<file path="src/rtl/pc_pkg.sv">
// Shared types and defaults for the SESO program-counter / fetch sequencer.
// Optional bounds checking is enabled by defining PC_BOUNDS_CHECK_EN.
package pc_pkg;

   localparam int PC_W       = 10;
   localparam int PROG_DEPTH = 1024;
   localparam int CNT_W      = 16;

   typedef enum logic [1:0] {
      IDLE,
      RUN,
      DONE,
      FAULT
   } pc_state_t;

   typedef logic signed [PC_W-1:0] pc_off_t;

endpackage

</file>
<file path="src/rtl/pc_next_calc.sv">
// Next-PC adder: +1 step or sign-extended branch offset, plus a flag
// raised when the true sum leaves 0..PROG_DEPTH-1 or wraps the PC width.
module pc_next_calc
   import pc_pkg::*;
#(
   parameter int PC_W       = pc_pkg::PC_W,
   parameter int PROG_DEPTH = pc_pkg::PROG_DEPTH
) (
   input  logic [PC_W-1:0] pc_i,
   input  logic [PC_W-1:0] target_i,
   input  logic            take_branch_i,
   output logic [PC_W-1:0] next_pc_o,
   output logic            oob_o
);

   logic signed [31:0] pc_ext;
   logic signed [31:0] off_ext;
   logic signed [31:0] sum;

   // Sum is formed wide so that wrap and range are judged on the true value
   always_comb begin
      pc_ext    = 32'(pc_i);
      off_ext   = take_branch_i ? 32'(signed'(target_i))
                                : 32'sd1;
      sum       = pc_ext + off_ext;
      next_pc_o = sum[PC_W-1:0];
      oob_o     = (sum < 0)
               || (sum >= PROG_DEPTH)
               || (sum >= (1 <<< PC_W));
   end

endmodule

</file>
<file path="src/rtl/pc_fetch_ctrl.sv">
// SESO PC and fetch sequencer: run/halt FSM, Start edge detect, retire count.
// Define PC_BOUNDS_CHECK_EN to trap out-of-range or wrapping PC updates.
module pc_fetch_ctrl
   import pc_pkg::*;
#(
   parameter int PC_W       = pc_pkg::PC_W,
   parameter int PROG_DEPTH = pc_pkg::PROG_DEPTH,
   parameter int CNT_W      = pc_pkg::CNT_W
) (
   input  logic             Clk,
   input  logic             Reset_n,
   input  logic             Start,
   input  logic             Stall,
   input  logic             Halt,
   input  logic             BranchEn,
   input  logic             BranchTkn,
   input  logic [3:0]       BranchSel,
   output logic [3:0]       LutAddr,
   input  logic [PC_W-1:0]  Target,
   output logic [PC_W-1:0]  PC,
   output logic             Running,
   output logic             Done,
   output logic [CNT_W-1:0] InstrCnt,
   output logic             Fault
);

   pc_state_t        state_q, state_d;
   logic [PC_W-1:0]  pc_q, pc_d;
   logic [CNT_W-1:0] cnt_q, cnt_d;
   logic             start_q;

   logic             start_rise;
   logic             take_branch;
   logic             advance;
   logic [PC_W-1:0]  next_pc;
   logic             oob;
   logic             bound_fault;

   assign start_rise  = Start & ~start_q;
   assign take_branch = BranchEn & BranchTkn;
   assign advance     = (state_q == RUN) & ~Stall;
   assign LutAddr     = BranchSel;

   pc_next_calc #(
      .PC_W       (PC_W),
      .PROG_DEPTH (PROG_DEPTH)
   ) u_next (
      .pc_i          (pc_q),
      .target_i      (Target),
      .take_branch_i (take_branch),
      .next_pc_o     (next_pc),
      .oob_o         (oob)
   );

`ifdef PC_BOUNDS_CHECK_EN
   assign bound_fault = oob;
`else
   logic unused_oob;
   assign unused_oob  = oob;
   assign bound_fault = 1'b0;
`endif

   always_ff @(posedge Clk or negedge Reset_n) begin
      if (!Reset_n) begin
         state_q <= IDLE;
         pc_q    <= '0;
         cnt_q   <= '0;
         start_q <= 1'b0;
      end else begin
         state_q <= state_d;
         pc_q    <= pc_d;
         cnt_q   <= cnt_d;
         start_q <= Start;
      end
   end

   always_comb begin
      state_d = state_q;
      unique case (state_q)
         IDLE, DONE, FAULT: begin
            if (start_rise)
               state_d = RUN;
         end
         RUN: begin
            if (!Stall) begin
               if (Halt)
                  state_d = DONE;
               else if (bound_fault)
                  state_d = FAULT;
            end
         end
         default: state_d = IDLE;
      endcase
   end

   // Halt retires without moving PC; a trapped update freezes PC at its source
   always_comb begin
      pc_d  = pc_q;
      cnt_d = cnt_q;
      unique case (1'b1)
         (state_q != RUN) && start_rise: begin
            pc_d  = '0;
            cnt_d = '0;
         end
         advance: begin
            cnt_d = (cnt_q == '1) ? cnt_q
                                  : cnt_q + 1'b1;
            if (!Halt && !bound_fault)
               pc_d = next_pc;
         end
         default: ;
      endcase
   end

   always_comb begin
      PC       = pc_q;
      InstrCnt = cnt_q;
      Running  = (state_q == RUN);
      Done     = (state_q == DONE)
              || (state_q == FAULT);
      Fault    = (state_q == FAULT);
   end

endmodule

</file>
<file path="config.mk">
export PLATFORM = sky130hd
export DESIGN_NAME = pc_fetch_ctrl
export DESIGN_NICKNAME = d
export VERILOG_FILES = /design/src/rtl/pc_pkg.sv /design/src/rtl/pc_next_calc.sv /design/src/rtl/pc_fetch_ctrl.sv
export SDC_FILE = /design/constraint.sdc
export NUM_CORES = 1
export LEC_CHECK = 0
export CORE_ASPECT_RATIO = 0.75
export CORE_MARGIN = 4
export CORE_UTILIZATION = 45
export DETAILED_ROUTE_END_ITERATION = 10
export PLACE_DENSITY = 0.77
export SLEW_MARGIN = 20
export SYNTH_ARGS = -nofsm -noshare
export SYNTH_HDL_FRONTEND = slang
export SYNTH_HIERARCHICAL = 1
export SYNTH_SLANG_ARGS = --single-unit
</file>
<file path="constraint.sdc">
create_clock -name Clk -period 4.29 [get_ports Clk]
set_input_delay 0.429 -clock Clk [delete_from_list [all_inputs] [get_ports Clk]]
set_output_delay 0.429 -clock Clk [all_outputs]
set_load 0.005 [all_outputs]
</file>
# Yosys cells after proc, flatten, opt, wreduce, memory -nomap -nowiden
# Cells that the tools add are included.
[totals] ramBits=0 rom_bits=0 register_bits=29 out_inout_bits=33 latchBits=0 mem_count=0
[classes] n_reduce_logical=8 n_eq_ne=10 shifts=0 mux=9 n_mul=0 bitwise=5 magnitude_cmp=0 div=0 n_addsub=2
[ops] op="$pmux 16 s2" count=1
[ops] op="$mux 10" count=2
[ops] op="$pmux 10 s2" count=1
[ops] op="$add 16x1->16 const B" count=1
[ops] op="$eq 16x16->1 const B" count=1
[ops] op="$mux 16" count=1
[ops] op="$add 10x10->10" count=1
[ops] op="$ne 2x2->1 const B" count=5
[ops] op="$mux 2" count=3
[ops] op="$eq 2x2->1 const B" count=2
[ops] op="$pmux 2 s2" count=1
[ops] op="$reduce_and 2->1" count=2
[ops] op="$and 1x1->1" count=3
[ops] op="$reduce_and 3->1" count=1
[ops] op="$reduce_or 3->1" count=1
[ops] op="$eq 2x1->1 const B" count=1
[ops] op="$logic_not 2->1" count=1
[ops] op="$ne 2x1->1 const B" count=1
[ops] op="$not 1->1" count=2
[ops] op="$reduce_bool 2->1" count=1
[ops] op="$logic_and 1x1->1" count=1
[ops] op="$logic_or 1x1->1" count=1

# Logic depth before layout (Yosys ltp)
# Gate-level depths: netlist (run 1).
[logic_depth] word_depth=5 mapped_depth=12 ltp_nobuf=12

# Hierarchy
# The synthesis (run 1) kept the hierarchy.
[by_module_without_submodules] mod="pc_fetch_ctrl" cells_per_inst=163 n_inst=1 area_per_inst_um2=1532.7 seq_area_each_um2=725.7
[by_module_without_submodules] mod="pc_next_calc" cells_per_inst=100 n_inst=1 area_per_inst_um2=748.2 seq_area_each_um2=0.0

# Worst setup path before layout (run 1)
# OpenSTA, ideal clock, no wires.
[synth_path] path_kind="input-to-reg" startpoint="input port BranchEn" endpoint="register pc_q[7], in the netlist PC[7]" setup_slack_ns=2.097 stages=9 arrival_ns=2.063 required_time_ns=4.160 cell_sequence="and2_1 > and2_1 > ha_1 > a21o_1 > a21oi_2 > a21boi_1 > a311o_1 > nand3_1 > o21ai_0"
[synth_via] elab_chain_len=5
[synth_lines] item="start, declared" line_no="pc_fetch_ctrl.sv:15" source="input logic BranchEn,"
[synth_lines] item="$and 1x1->1" line_no="pc_fetch_ctrl.sv:40" source="assign take_branch = BranchEn & BranchTkn;"
[synth_lines] item="$mux 10" line_no="pc_next_calc.sv:23" source="off_ext = take_branch_i ? 32'(signed'(target_i))"
[synth_lines] item="$add 10x10->10" line_no="pc_next_calc.sv:25" source="sum = pc_ext + off_ext;"
[synth_lines] item="via next_pc[7]" line_no="pc_fetch_ctrl.sv:35" source="logic [PC_W-1:0] next_pc;"
[synth_lines] item="$mux 10" line_no="pc_fetch_ctrl.sv:108" source="if (!Halt && !bound_fault)"
[synth_lines] item="$pmux 10 s2" line_no="pc_fetch_ctrl.sv:100" source="unique case (1'b1)"
[synth_lines] item="end signal, assigned" line_no="pc_fetch_ctrl.sv:71" source="pc_q <= pc_d;"
[synth_lines] item="end, declared" line_no="pc_fetch_ctrl.sv:28" source="logic [PC_W-1:0] pc_q, pc_d;"
# The timed path passes the listed nets, and every way through them passes these cells. The select of a mux whose other input is x is not followed.
# A chain may end at the register's enable or synchronous reset.

# Final worst setup path (run 1)
[layout_path] startpoint="input port BranchEn" endpoint="register pc_q[9], in the netlist PC[9]"
[layout_via] elab_chain_len=5
[layout_lines] item="$and 1x1->1" line_no="pc_fetch_ctrl.sv:40"
[layout_lines] item="via take_branch" line_no="pc_fetch_ctrl.sv:33" source="logic take_branch;"
[layout_lines] item="$mux 10" line_no="pc_next_calc.sv:23"
[layout_lines] item="$add 10x10->10" line_no="pc_next_calc.sv:25"
[layout_lines] item="via next_pc[9]" line_no="pc_fetch_ctrl.sv:35"
[layout_lines] item="$mux 10" line_no="pc_fetch_ctrl.sv:108"
[layout_lines] item="$pmux 10 s2" line_no="pc_fetch_ctrl.sv:100"
# The timed path passes the listed nets, and every way through them passes these cells. The select of a mux whose other input is x is not followed.

==> impl_metrics.json, run 1 <==
{
  "drv_slew": 0,
  "postPlaceCellArea_um2": 2500,
  "power_frac_seq_pct": 34.3,
  "clkTransAtPathRegs_ns": 0.07,
  "die_h_um": 66.4,
  "drt_iter0_markers": 109,
  "gr-usage-all-layers_pct": 17.7,
  "cts_resized": 0,
  "fin_ws_ns": 1.77,
  "finalSetupTns_ns": 0,
  "min_period_over_period_pct": 58.7,
  "setup-violations-final": 0,
  "htreeDepth": 2,
  "clock-root-buffer": "clkbuf_8",
  "postLayoutCellArea_um2": 2630,
  "crit_type": "in -> reg",
  "clockPowerShare_pct": 26.2,
  "dp_cells": 320,
  "fmax_mhz": 397,
  "pwr-share-comb_pct": 39.5,
  "synth_cells": 233,
  "io_buffers": 45,
  "core-area_um2": 4200,
  "seqCellArea_um2": 726,
  "grt_overflow": 0,
  "crit_required_ns": 4.49,
  "p_total_mw": 1.14,
  "p_leak_nw": 1.11,
  "final_util_pct": 62.4,
  "end_kind": "flop",
  "avgViaCountPerCell": 5.60,
  "vias": 1838,
  "p_sw_mw": 0.401,
  "drcViolationCount": 0,
  "maxCapViolations": 0,
  "fillers": 375,
  "dp_hpwl_um": 3520,
  "final_common_cell": "clkdlybuf4s50_1",
  "switching_share_pct": 35.3,
  "crit_fanout": 10,
  "num_antenna_cells": 0,
  "areaGrowthSynthToFinish_pct": 28.5,
  "power_density_nw_per_um2": 433,
  "die_w_um": 85.8,
  "postRouteAntennaNets": 0,
  "ctsHoldBuffers": 0,
  "syn_avg_cell_area_um2": 8.77,
  "r2r-start": "InstrCnt[0]",
  "rsz0062_at_grt": "no",
  "numCtsBuffers": 5,
  "worstMarginPinSlew_ns": 0.708,
  "clock-skew-final_ns": 0.00680,
  "grt_pass1_wl_um": 7900,
  "place_ws_ns": 1.44,
  "ir_drop_mv": 0.261,
  "dr.pass1.iters": 4,
  "final_cell_mix": "45 x clkdlybuf4s50_1, 29 x dfrtp_1, 18 x inv_1",
  "hold_slack_ns": 0.534,
  "clock_latency_ns": 0.29,
  "drive_above_1_share_pct": 8.79,
  "cts_max_path_buffers": 2,
  "num_rows": 20,
  "final_cells": 328,
  "syn_nets": 266,
  "p_int_mw": 0.736,
  "wirelength_um": 4910,
  "hold_violations": 0,
  "post_cts_buffers": 0,
  "min_path_type": "in -> async",
  "slew_headroom_pct": 52.5,
  "syn-cell-area_um2": 2040,
  "dieArea_um2": 5690,
  "fin_crit_ns": 2.52,
  "cts.sinks": 29,
  "multi_input_area_um2": 1180,
  "grt_pass1_vias": 1600,
  "setup.worst_path.start": "BranchEn",
  "grt_max_degree": 30,
  "cts_tree": "done",
  "antenna_found_initial": 0,
  "status": "complete, no violations",
  "cp.arrival_ns": 2.72,
  "yosysWarnings": 6,
  "wire_per_inst_um": 15.0,
  "nets": 305,
  "io-pin-count": 54,
  "initial_core_util_pct": 48.6,
  "startpoint_type": "input port",
  "gp_congestion": 0.854
}
## power by group through the flow
stage | sequential, mW | clock [mW] | combinational, mW
after floorplan | 0.383 | 0 | 0.265
after global placement | 0.393 | 0 | 0.433
after detailed placement | 0.395 | 0 | 0.442
after CTS | 0.390 | 0.303 | 0.444
after global routing | 0.400 | 0.314 | 0.501
final | 0.390 | 0.298 | 0.450
## layout make-up
class | instances | share of cell area [%]
multi-input combinational | 170 | 44.9
sequential | 29 | 27.6
timing repair buffer | 47 | 17.7
clock buffer | 7 | 3.29
inverter | 19 | 2.72
tap | 55 | 2.62
clock inverter | 1 | 1.14
## worst max-delay path, cell delays in order
cell,delay (ns)
clkdlybuf4s50_1,0.44
and2_1,0.30
and2_1,0.18
ha_1,0.29
a21o_1,0.21
a21oi_2,0.16
nand2_2,0.08
a311oi_2,0.27
xor2_1,0.17
nand3_1,0.08
o21ai_0,0.10
## flip-flops by register name, indices dropped and copies added (netlist names)
name and cells:
PC 10, start_q 1, InstrCnt 16, state_q 2
## final timing paths
| kind | to | slack (ns) | depth (start not counted) |
|---|---|---|---|
| max | PC[9] | 1.77 | 11 |
| max reg2reg | InstrCnt[3] | 2.14 | 5 |
| min | InstrCnt[1] | 0.53 | 2 |
| min in group Clk | state_q[0] | 0.54 | 2 |
| max in group asynchronous | InstrCnt[10] | 3.48 | 2 |
| min reg2reg | state_q[0] | 0.54 | 2 |
## layer usage
layer	part of all wire (%)	GRT usage, %
met1	50	26.2
met2	44	25.2
met3	5.3	3.86
met4	0.47	5.93
met5	0	0
Note: power is estimated with default switching activity, not from simulation.
==> inputs of run 2 (changes only) <==
--- a/config.mk
+++ b/config.mk
@@ -9,7 +9,7 @@
 export CORE_MARGIN = 4
 export CORE_UTILIZATION = 45
 export DETAILED_ROUTE_END_ITERATION = 10
-export PLACE_DENSITY = 0.77
+export PLACE_DENSITY = 0.8
 export SLEW_MARGIN = 20
 export SYNTH_ARGS = -nofsm -noshare
 export SYNTH_HDL_FRONTEND = slang
==> constraint.sdc (replaced) <==
create_clock -name Clk -period 2.18 [get_ports Clk]
set_input_delay 0.218 -clock Clk [delete_from_list [all_inputs] [get_ports Clk]]
set_output_delay 0.218 -clock Clk [all_outputs]
set_load 0.005 [all_outputs]
==> run 2 against run 1 <==
Combinational power is 140% higher. Die area stayed put. Final cell count is 9.5% higher. Power is 110% higher. Clock-buffer cell count stayed put. First-iteration DRC count is 64% higher. Utilization is 6.8 points higher. Global-route usage is 2.7 points higher. Largest cell class unchanged. Largest power group unchanged.
==> impl_metrics.json, run 2 (synthesized netlist as in run 1, its figures left out) <==
{
  "avgViaCountPerCell": 5.46,
  "largest_register_ffs": 16,
  "clkTransAtPathRegs_ns": 0.07,
  "reg2reg_depth": 5,
  "critPathSlowestCell": "clkdlybuf4s50_1",
  "drcViolationCount": 0,
  "cts.sinks": 29,
  "power_density_nw_per_um2": 831,
  "path_common_cell": "nand2_2",
  "grt_max_degree": 30,
  "core-area_um2": 4200,
  "cpPeakStageDelay_ns": 0.45,
  "antenna_found_initial": 0,
  "ctsHoldBuffers": 0,
  "die_w_um": 85.8,
  "crit_family": "buffers and inverters",
  "initial_core_util_pct": 48.6,
  "crit_type": "in -> reg",
  "drt_iter0_markers": 179,
  "io-pin-count": 54,
  "cts_max_path_buffers": 2,
  "status": "complete, no violations",
  "drv_slew": 0,
  "p_leak_nw": 1.27,
  "num_antenna_cells": 0,
  "htreeDepth": 2,
  "min_period_over_period_pct": 96.5,
  "clock-skew-final_ns": 0.00409,
  "end_kind": "flop",
  "path_depth": 13,
  "fin_crit_ns": 2.10,
  "gr-usage-all-layers_pct": 20.4,
  "final_cell_mix": "45 x clkdlybuf4s50_1, 33 x buf_4, 29 x dfrtp_1",
  "numCtsBuffers": 5,
  "crit_fanout": 6,
  "setup-violations-final": 0,
  "crit_chain": "clkdlybuf4s50_1 > and2_4 > nand2_2 > inv_1 > ha_1 > a21oi_2 > nand4b_1 > buf_4 > nand2_2 > a311oi_2 > xor2_1 > nand3_1 > o21ai_0",
  "clock_latency_ns": 0.28,
  "min_path_type": "in -> async",
  "clock-root-buffer": "clkbuf_8",
  "crit_buf_inv": 3,
  "wirelength_um": 5510,
  "vias": 1961,
  "wire_per_inst_um": 15.3,
  "hold_slack_ns": 0.313,
  "areaGrowthSynthToFinish_pct": 42.4,
  "final_common_cell": "clkdlybuf4s50_1",
  "nets": 336,
  "hold_violations": 0,
  "fmax_mhz": 475,
  "die_h_um": 66.4,
  "gp_congestion": 0.848,
  "startpoint_type": "input port",
  "num_rows": 20,
  "slew_headroom_pct": 70.3,
  "grt_pass1_vias": 1866,
  "grt_pass1_wl_um": 9070,
  "maxCapViolations": 0,
  "drive_above_1_share_pct": 22.7,
  "grt_overflow": 0,
  "dieArea_um2": 5690,
  "final_util_pct": 69.2,
  "ir_drop_mv": 0.506,
  "dp_hpwl_um": 3960,
  "postRouteAntennaNets": 0,
  "io_buffers": 45,
  "worstMarginPinSlew_ns": 0.441,
  "dr.pass1.iters": 4,
  "cts_tree": "done",
  "crit_required_ns": 2.39,
  "cp.arrival_ns": 2.31
}
==> run 2: what timing repair did <==
item,CTS,global route
endpoints found under the setup margin,2,6
buffers inserted,0,1
resized for setup,2,14
cloned,0,0
pin swaps,0,5
==> run 2: worst register-to-register path, stage by stage, from the launching register on <==
cell	delay (ns)
dfrtp_1	0.37
ha_1	0.25
nand3_4	0.13
or4_4	0.58
or4_1	0.48
nand3_1	0.08
==> run 2: layout make-up <==
type | count | area, µm²
Clock buffer | 7 | 86.3
Clock inverter | 1 | 30.0
Fill cell | 298 | 1290
Inverter | 19 | 71.3
Multi-Input combinational cell | 170 | 1230
Sequential cell | 29 | 726
Tap cell | 55 | 68.8
Timing Repair Buffer | 78 | 698
==> run 2: worst paths after layout <==
check / start / end / slack, ns
worst min register to register: state_q[0] / state_q[0] / 0.53
worst max register to register: InstrCnt[0] / InstrCnt[14] / 0.22
max in group asynchronous: Reset_n / InstrCnt[3] / 1.59
min in group Clk: Start / start_q / 0.44
worst max-delay path: BranchTkn / PC[9] / 0.08
worst min-delay path: Reset_n / InstrCnt[8] / 0.31
==> run 2: metrics by stage <==
step                      instance area (µm²)  worst slack (ns)  instances  power (mW)  TNS, ns
after floorplan                          2040             0.226        233        1.28        0
after global placement                   2720            -0.221        350        1.77   -0.806
after detailed placement                 2720            -0.319        350        1.80    -1.28
after CTS                                2840           0.00879        358        2.39        0
after global routing                     2910           -0.0557        359        2.58  -0.0663
final                                    2910            0.0752        359        2.42        0
==> run 2: power by group <==
part	leakage (nW)	total, mW	internal, mW	switching (mW)
clock network	0.0585	0.586	0.372	0.214
logic	0.820	1.08	0.575	0.500
registers	0.392	0.756	0.638	0.118
total	1.27	2.42	1.59	0.832
==> run 2: layer usage <==
| metal | track usage (%) | part of all wire, % | up-vias | wire length (µm) |
|---|---|---|---|---|
| li1 | - | - | 977 | - |
| met1 | 26.5 | 45 | 925 | 2500 |
| met2 | 31.8 | 47 | 55 | 2610 |
| met3 | 6.72 | 6.2 | 4 | 341 |
| met4 | 7.31 | 0.98 | 0 | 54 |
| met5 | 0 | 0 | - | 0 |
